<file path="src/rtl/pwm_capture.sv">
// pwm_capture: measures a PWM waveform in the clk_pwm domain and reports the high time, the
// period and an 8-bit duty code on the pwm_set scale of the generator (N means N/256).
//
// Ports:
//   clk_pwm    - sampling clock
//   rst_n      - asynchronous active-low reset
//   en         - capture enable; low forces the FSM to idle and aborts any division
//   pwm_in     - asynchronous PWM input
//   high_cnt   - cycles high in the last valid period
//   period_cnt - cycles between the last two rising edges
//   duty       - floor(high_cnt * 256 / period_cnt)
//   meas_valid - one-cycle pulse when high_cnt/period_cnt/duty update
//   sig_lost   - level, no rising edge within TIMEOUT cycles
//   err        - one-cycle pulse, period too short and measurement dropped
module pwm_capture #(
  parameter int unsigned CNT_W       = 16,
  parameter int unsigned SYNC_STAGES = 2,
  parameter int unsigned TIMEOUT     = 65535
) (
  input  logic             clk_pwm,
  input  logic             rst_n,
  input  logic             en,
  input  logic             pwm_in,
  output logic [CNT_W-1:0] high_cnt,
  output logic [CNT_W-1:0] period_cnt,
  output logic [7:0]       duty,
  output logic             meas_valid,
  output logic             sig_lost,
  output logic             err
);

  localparam logic [CNT_W-1:0] TimeoutVal = CNT_W'(TIMEOUT);

  typedef enum logic [1:0] {StIdle, StHigh, StLow} state_e;

  // Synchronizer and edge detection
  logic [SYNC_STAGES-1:0] sync_q;
  logic                   s, p_q, rise, fall;

  always_ff @(posedge clk_pwm or negedge rst_n) begin
    if (!rst_n) begin
      sync_q <= '0;
      p_q    <= 1'b0;
    end else begin
      sync_q <= {sync_q[SYNC_STAGES-2:0], pwm_in};
      p_q    <= s;
    end
  end

  assign s    = sync_q[SYNC_STAGES-1];
  assign rise = s & ~p_q;
  assign fall = ~s & p_q;

  // Cycle counter: reads H at the fall and H+L at the next rise
  logic [CNT_W-1:0] cnt_q, cnt_d;
  logic             timeout;

  assign timeout = (cnt_q == TimeoutVal);

  always_comb begin
    cnt_d = cnt_q;
    if (!en)           cnt_d = '0;
    else if (rise)     cnt_d = CNT_W'(1);
    else if (!timeout) cnt_d = cnt_q + CNT_W'(1);
  end

  always_ff @(posedge clk_pwm or negedge rst_n) begin
    if (!rst_n) cnt_q <= '0;
    else        cnt_q <= cnt_d;
  end

  // Measurement FSM
  state_e state_q, state_d;
  logic   busy_q;
  logic   capture_h, div_start, short_err, lose;

  always_ff @(posedge clk_pwm or negedge rst_n) begin
    if (!rst_n) state_q <= StIdle;
    else        state_q <= state_d;
  end

  always_comb begin
    state_d = state_q;
    if (!en) begin
      state_d = StIdle;
    end else begin
      unique case (state_q)
        StIdle: if (rise) state_d = StHigh;
        StHigh: begin
          if (timeout)   state_d = StIdle;
          else if (fall) state_d = StLow;
        end
        StLow: begin
          if (rise)         state_d = StHigh;
          else if (timeout) state_d = StIdle;
        end
        default: state_d = StIdle;
      endcase
    end
  end

  always_comb begin
    capture_h = en & (state_q == StHigh) & fall & ~timeout;
    div_start = en & (state_q == StLow) & rise & ~busy_q;
    short_err = en & (state_q == StLow) & rise & busy_q;
    lose      = en & ((state_q == StHigh) | (state_q == StLow)) & timeout & ~rise;
  end

  logic [CNT_W-1:0] h_q;

  always_ff @(posedge clk_pwm or negedge rst_n) begin
    if (!rst_n)         h_q <= '0;
    else if (capture_h) h_q <= cnt_q;
  end

  // Restoring divider: steps 0..7 produce quotient bits MSB first; step 8 is a tail cycle that
  // keeps the divider busy so the minimum accepted period is 10 cycles.
  logic [3:0]       step_q;
  logic [CNT_W:0]   rem_q, rem_sh, rem_nx;
  logic [CNT_W-1:0] den_q, num_q;
  logic [7:0]       quot_q, quot_nx;
  logic             q_bit, last_step;

  assign rem_sh    = rem_q << 1;
  assign q_bit     = (rem_sh >= {1'b0, den_q});
  assign rem_nx    = q_bit ? (rem_sh - {1'b0, den_q}) : rem_sh;
  assign quot_nx   = {quot_q[6:0], q_bit};
  assign last_step = busy_q & (step_q == 4'd7);

  always_ff @(posedge clk_pwm or negedge rst_n) begin
    if (!rst_n) begin
      busy_q <= 1'b0;
      step_q <= '0;
      rem_q  <= '0;
      den_q  <= '0;
      num_q  <= '0;
      quot_q <= '0;
    end else if (!en) begin
      busy_q <= 1'b0;
      step_q <= '0;
    end else if (div_start) begin
      busy_q <= 1'b1;
      step_q <= '0;
      rem_q  <= {1'b0, h_q};
      den_q  <= cnt_q;
      num_q  <= h_q;
      quot_q <= '0;
    end else if (busy_q) begin
      if (step_q == 4'd8) begin
        busy_q <= 1'b0;
      end else begin
        rem_q  <= rem_nx;
        quot_q <= quot_nx;
        step_q <= step_q + 4'd1;
      end
    end
  end

  // Result registers
  always_ff @(posedge clk_pwm or negedge rst_n) begin
    if (!rst_n) begin
      high_cnt   <= '0;
      period_cnt <= '0;
      duty       <= '0;
      meas_valid <= 1'b0;
      sig_lost   <= 1'b0;
      err        <= 1'b0;
    end else begin
      meas_valid <= 1'b0;
      err        <= short_err;
      if (en && last_step) begin
        high_cnt   <= num_q;
        period_cnt <= den_q;
        duty       <= quot_nx;
        meas_valid <= 1'b1;
        sig_lost   <= 1'b0;
      end else if (lose) begin
        sig_lost <= 1'b1;
        duty     <= s ? 8'hFF : 8'h00;
      end
    end
  end

endmodule

</file>
<file path="config.mk">
export PLATFORM = sky130hd
export DESIGN_NAME = pwm_capture
export DESIGN_NICKNAME = d
export VERILOG_FILES = /design/src/rtl/pwm_capture.sv
export SDC_FILE = /design/constraint.sdc
export NUM_CORES = 1
export LEC_CHECK = 0
export BUFFER_PORTS_ARGS = -buffer_cell sky130_fd_sc_hd__buf_2
export CAP_MARGIN = 25
export CORE_ASPECT_RATIO = 1.4
export CORE_UTILIZATION = 54
export DETAILED_ROUTE_END_ITERATION = 16
export PLACE_DENSITY = 0.81
export SYNTH_ARGS = -nofsm -noshare
export SYNTH_HDL_FRONTEND = slang
export SYNTH_SLANG_ARGS = --single-unit
</file>
<file path="constraint.sdc">
create_clock -name clk_pwm -period 2.2 [get_ports clk_pwm]
set_input_delay 0.22 -clock clk_pwm [delete_from_list [all_inputs] [get_ports clk_pwm]]
set_output_delay 0.22 -clock clk_pwm [all_outputs]
set_load 0.01 [all_outputs]
</file>
* After elaboration in Yosys (flattened, before gate mapping)
Index checks and enable logic that the tools add are counted.
W data, S select, Z words.
** Word-level totals
- Bits in registers :: 140
- Bits of input ports :: 4
- Output and inout bits :: 43
- Word-level logic and storage cells :: 91
** Operators by class
- Add/subtract/negate cells :: 3
- Order comparisons :: 1
- Equal/unequal tests :: 12
- Muxes and demuxes :: 31
- Bitwise logic cells :: 19
- Reduce and logical (&&, ||, !) cells :: 8
** Operators by type and width (count)
- $mux W16 :: 7
- $mux W8 :: 3
- $mux W7 :: 3
- $ge A17 B16 Y1 :: 1
- $add A16 B1 Y16 const B :: 1
- $eq A16 B16 Y1 const B :: 1
- $mux W4 :: 4
- $sub A16 B16 Y16 :: 1
- $and A1 B1 Y1 :: 13
- $mux W2 :: 6
- $ne A3 B3 Y1 const B :: 3
- $ne A4 B4 Y1 const B :: 2
- $mux W1 :: 7
- $pmux W2 S3 :: 1
- $reduce_and A3 Y1 :: 2
- $not A1 Y1 :: 5
- $add A4 B1 Y4 const B :: 1
- $eq A4 B3 Y1 const B :: 1
- $eq A4 B4 Y1 const B :: 1
- $reduce_and A2 Y1 :: 2
- $reduce_bool A2 Y1 :: 2
- $ne A3 B1 Y1 const B :: 1
- $eq A2 B1 Y1 const B :: 1
- $eq A2 B2 Y1 const B :: 1
- other kinds (4) :: 4

* Longest topological paths before layout
- Depth in word-level cells :: 7
- Depth in mapped cells :: 11

* Worst setup path after synthesis
No wires, ideal clock.
- Kind :: register to register
- Start :: reg rem_q[5]
- End :: reg rem_q[14]
- Setup time :: 0.120 ns
- Arrival time :: 2.136 ns
- Required time :: 2.080 ns
- Setup slack :: -0.056 ns
- Cell stages (with the launch flop) :: 10
- Buffers on the path :: 1
- Cell sequence :: dfrtp_1 > ha_1 > a21o_1 > a21oi_1 > o31ai_1 > a31oi_1 > o41ai_2 > buf_2 > o211ai_1 > a31o_2
** Between the ends
- Cells in the longest elaborated chain, start to end :: 5
- Elaborated cells on any way between the ends :: 6
- Those cells by class :: add/sub (1); order compare (1); mux (4)
** Ends and longest elaborated chain
- from (decl) :: line 119 : logic [CNT_W:0] rem_q, rem_sh, rem_nx;
- from (signal assigned) :: line 144 : rem_q <= {1'b0, h_q};
- from (signal assigned) :: line 152 : rem_q <= rem_nx;
- $sub A16 B16 Y16 / $ge A17 B16 Y1 (equally long branches) :: line 126, 125
- $mux W16 * :: line 126 : assign rem_nx = q_bit ? (rem_sh - {1'b0, den_q}) : rem_sh;
- $mux W16 * :: line 149 : if (step_q == 4'd8) begin
- $mux W16 * :: line 148 : end else if (busy_q) begin
- $mux W16 * :: line 141 : end else if (div_start) begin
Every way passes the cells marked *; elsewhere a longest branch is shown, timed or not. The select of a mux whose other input is x is not followed.
A chain may end at the register's enable or synchronous reset.

* Final worst setup path
- Start :: reg rem_q[5]
- End :: reg rem_q[6]
The elaborated chain is that of the path after synthesis.

==> results.json <==
{
  "power_density_nw_per_um2": 1010,
  "syn_area_sq_um": 6580,
  "whs_endpoint": "cnt_q[0]",
  "topRoutingLayerUsed": "met4",
  "ys_ff_latch": 140,
  "rows": 47,
  "drive_gt1_frac": 0.307,
  "totalPowerFinal_mw": 8.65,
  "worstHoldStart": "en",
  "status": "complete, but fails checks",
  "critPathBufInv": 1,
  "n_antenna_cell": 0,
  "areaGrowthSynthToFinish_pct": 30.5,
  "synthArstFlopShare": 1.00,
  "grt_use_total": 0.309,
  "vias": 5731,
  "dp_hpwl_mm": 12.6,
  "coreArea_sq_um": 11800,
  "path_class": "flip-flop to flip-flop",
  "grt_pass1_vias": 5756,
  "timing.critical_path.to_type": "flip-flop",
  "antenna_left": 0,
  "yosysSeqAreaShare": 0.533,
  "grt_max_degree": 52,
  "slew_viol_final": 0,
  "avgSynthCellArea_sq_um": 9.63,
  "clockBufferDepth": 2,
  "drc": 0,
  "cts_made_buffers": 17,
  "crit_fanout": 7,
  "period_share": 1.08,
  "die_w_um": 95.3,
  "antenna_found_initial": 0,
  "layout_setup_ws_ps": -184,
  "synth_edf_count": 0,
  "path_cells": "ha_4, a21o_1, a21oi_2, o31ai_4, a31oi_4, o41ai_4, buf_12, mux2i_4, o211ai_1",
  "max_stage_delay_ps": 470,
  "hold_viol_final": 0,
  "final_nets": 849,
  "htreeDepth": 4,
  "arrival_ps": 2660,
  "fin_setup_tns_ps": -2150,
  "leakagePower_nw": 4.33,
  "cp_num_cells": 9,
  "path_delay_family": "compound AO/OA/AOI/OAI gates",
  "min_path_type": "input port to flip-flop",
  "grt_first_pass_wirelength_mm": 29.2,
  "num_io_pins": 47,
  "initial_core_util": 0.556,
  "portBuffers": 46,
  "ys.flop_type": "dfrtp_1",
  "ys_warn_count": 0,
  "rr_worst_depth": 9,
  "relSlewSlack": 0.595,
  "yosysMostFrequentCell": "nand2_1",
  "gp_congestion": 1.00,
  "finalCriticalPeriod_ps": 2380,
  "dieArea_sq_um": 12600,
  "synth_largest_area_cell": "dfrtp_1",
  "gr-total-overflow": 0,
  "cts.sinks": 140,
  "syn_nets": 711,
  "dr.pass1.iters": 5,
  "syn_inst": 683,
  "critPathLaunchType": "flip-flop",
  "synthTopCellsByArea": "dfrtp_1 (53%), nand2_1 (10%), ha_1 (4.4%)",
  "vdd_drop_max_uv": 725,
  "synthTopCellsByCount": "nand2_1 (177), dfrtp_1 (140), o21ai_0 (55)",
  "synthDistinctLibCells": 58,
  "wirelength_mm": 18.8,
  "max_slew.worst_pin.slew_ps": 605,
  "regToRegSetupSlack_ps": -180,
  "crit_slowest_cell": "o41ai_4",
  "fmax_ghz": 0.419,
  "dr_wl_met3_um": 878,
  "clkLatencyLatePin_ps": 430,
  "die_h_um": 133,
  "routed_via_density": 5.84,
  "finClkSkew_ps": 7.30,
  "clkTransAtPathRegs_ps": 60,
  "cts-root-buf": "clkbuf_16",
  "rsz0062_at_grt": "yes",
  "first_iter_violations": 316,
  "synth_top_area_frac": 0.533,
  "wl_per_cell_um": 19.1,
  "timing.final.setup_violations": 18,
  "regToRegEndpoint": "rem_q[6]",
  "wirelength_met1_mm": 7.08,
  "required_ps": 2480,
  "met2WireLength_mm": 9.70,
  "regToRegStartpoint": "rem_q[5]",
  "cts_tree": "done",
  "maxCapViolCount": 0,
  "violations": "setup timing",
  "whs_path_depth": 2
}
[state kept, by name, summed over array words and instances (netlist names)]
register / count
den_q: 16
step_q: 4
num_q: 16
cnt_q: 16
duty: 8
meas_valid: 1
period_cnt: 16
sig_lost: 1
busy_q: 1
state_q: 2
sync_q: 2
p_q: 1
quot_q: 7
high_cnt: 16
h_q: 16
rem_q: 16
err: 1
[placed cells by master (no fill, tap or decap), drive strengths merged, types with 6 or more instances in the layout]
cell and instances:
a22o 8, a21oi 35, mux2i 10, xor2 9, dfrtp 140, inv 35, buf 146, xnor2 13
nand2b 9, nand2 178, o21ai 55, mux2 17, nand4 6, o211ai 9, nand3 12, clkbuf 17
ha 23, nor2 33, nor3 6
[worst max path at each step]
stage,to,from,slack [ps]
2_1_floorplan,rem_q[14],rem_q[5],-1
3_3_place_gp,rem_q[6],rem_q[6],-280
3_5_place_dp,rem_q[6],rem_q[2],-320
4_1_cts,rem_q[6],rem_q[5],-260
5_1_grt,rem_q[6],den_q[1],-250
6_report,rem_q[6],rem_q[5],-180
[cell families after synthesis]
kind of cell | after synthesis | share of synthesized area
buffers and inverters | 56 | 0.0337
AO/OA/AOI/OAI | 143 | 0.135
XOR/XNOR | 22 | 0.0293
adder cells (fa/ha/maj) | 24 | 0.0468
AND/OR/NAND/NOR | 271 | 0.178
multiplexers | 27 | 0.0443
flip-flops | 140 | 0.533
[repair_timing]
| action | 4_1_cts | 5_1_grt |
|---|---|---|
| endpoints found under the hold margin | 49 | 0 |
| pin swaps | 13 | 17 |
| buffers inserted | 5 | 7 |
| resized for setup | 25 | 43 |
| setup endpoints to repair | 19 | 29 |
| hold buffers | 2 | 0 |
[where the power goes]
part	internal, mW	switching (mW)
Sequential	2.84	0.175
Clock	1.48	1.24
Combinational	1.38	1.54
Total	5.69	2.95
[layer usage]
layer  GRT usage  vias up
met5           0        -
met4       0.178        0
met3      0.0443       70
met2       0.522      221
met1       0.367     2828
li1            -     2612
[layout make-up]
| type | instances | area (sq um) |
|---|---|---|
| repair buffers | 148 | 1060 |
| clock inverters | 15 | 130 |
| flip-flops and latches | 140 | 3510 |
| multi-input cells | 487 | 3170 |
| inverters | 27 | 101 |
| clock buffers | 17 | 425 |
| fillers | 778 | 3240 |
| well taps | 147 | 184 |
[per-stage QoR]
step / area, sq um / utilization / setup WS [ps] / hold WS, ps / std cells
floorplan: 6580 / - / -1.30 / -75.6 / 683
global placement: 7590 / 0.642 / -284 / 194 / 935
detailed placement: 7590 / 0.642 / -317 / 204 / 935
CTS: 8340 / 0.705 / -259 / 151 / 974
global route: 8580 / 0.726 / -254 / 195 / 981
finish: 8580 / 0.726 / -184 / 165 / 981
Power figures use the tool's default switching activity.
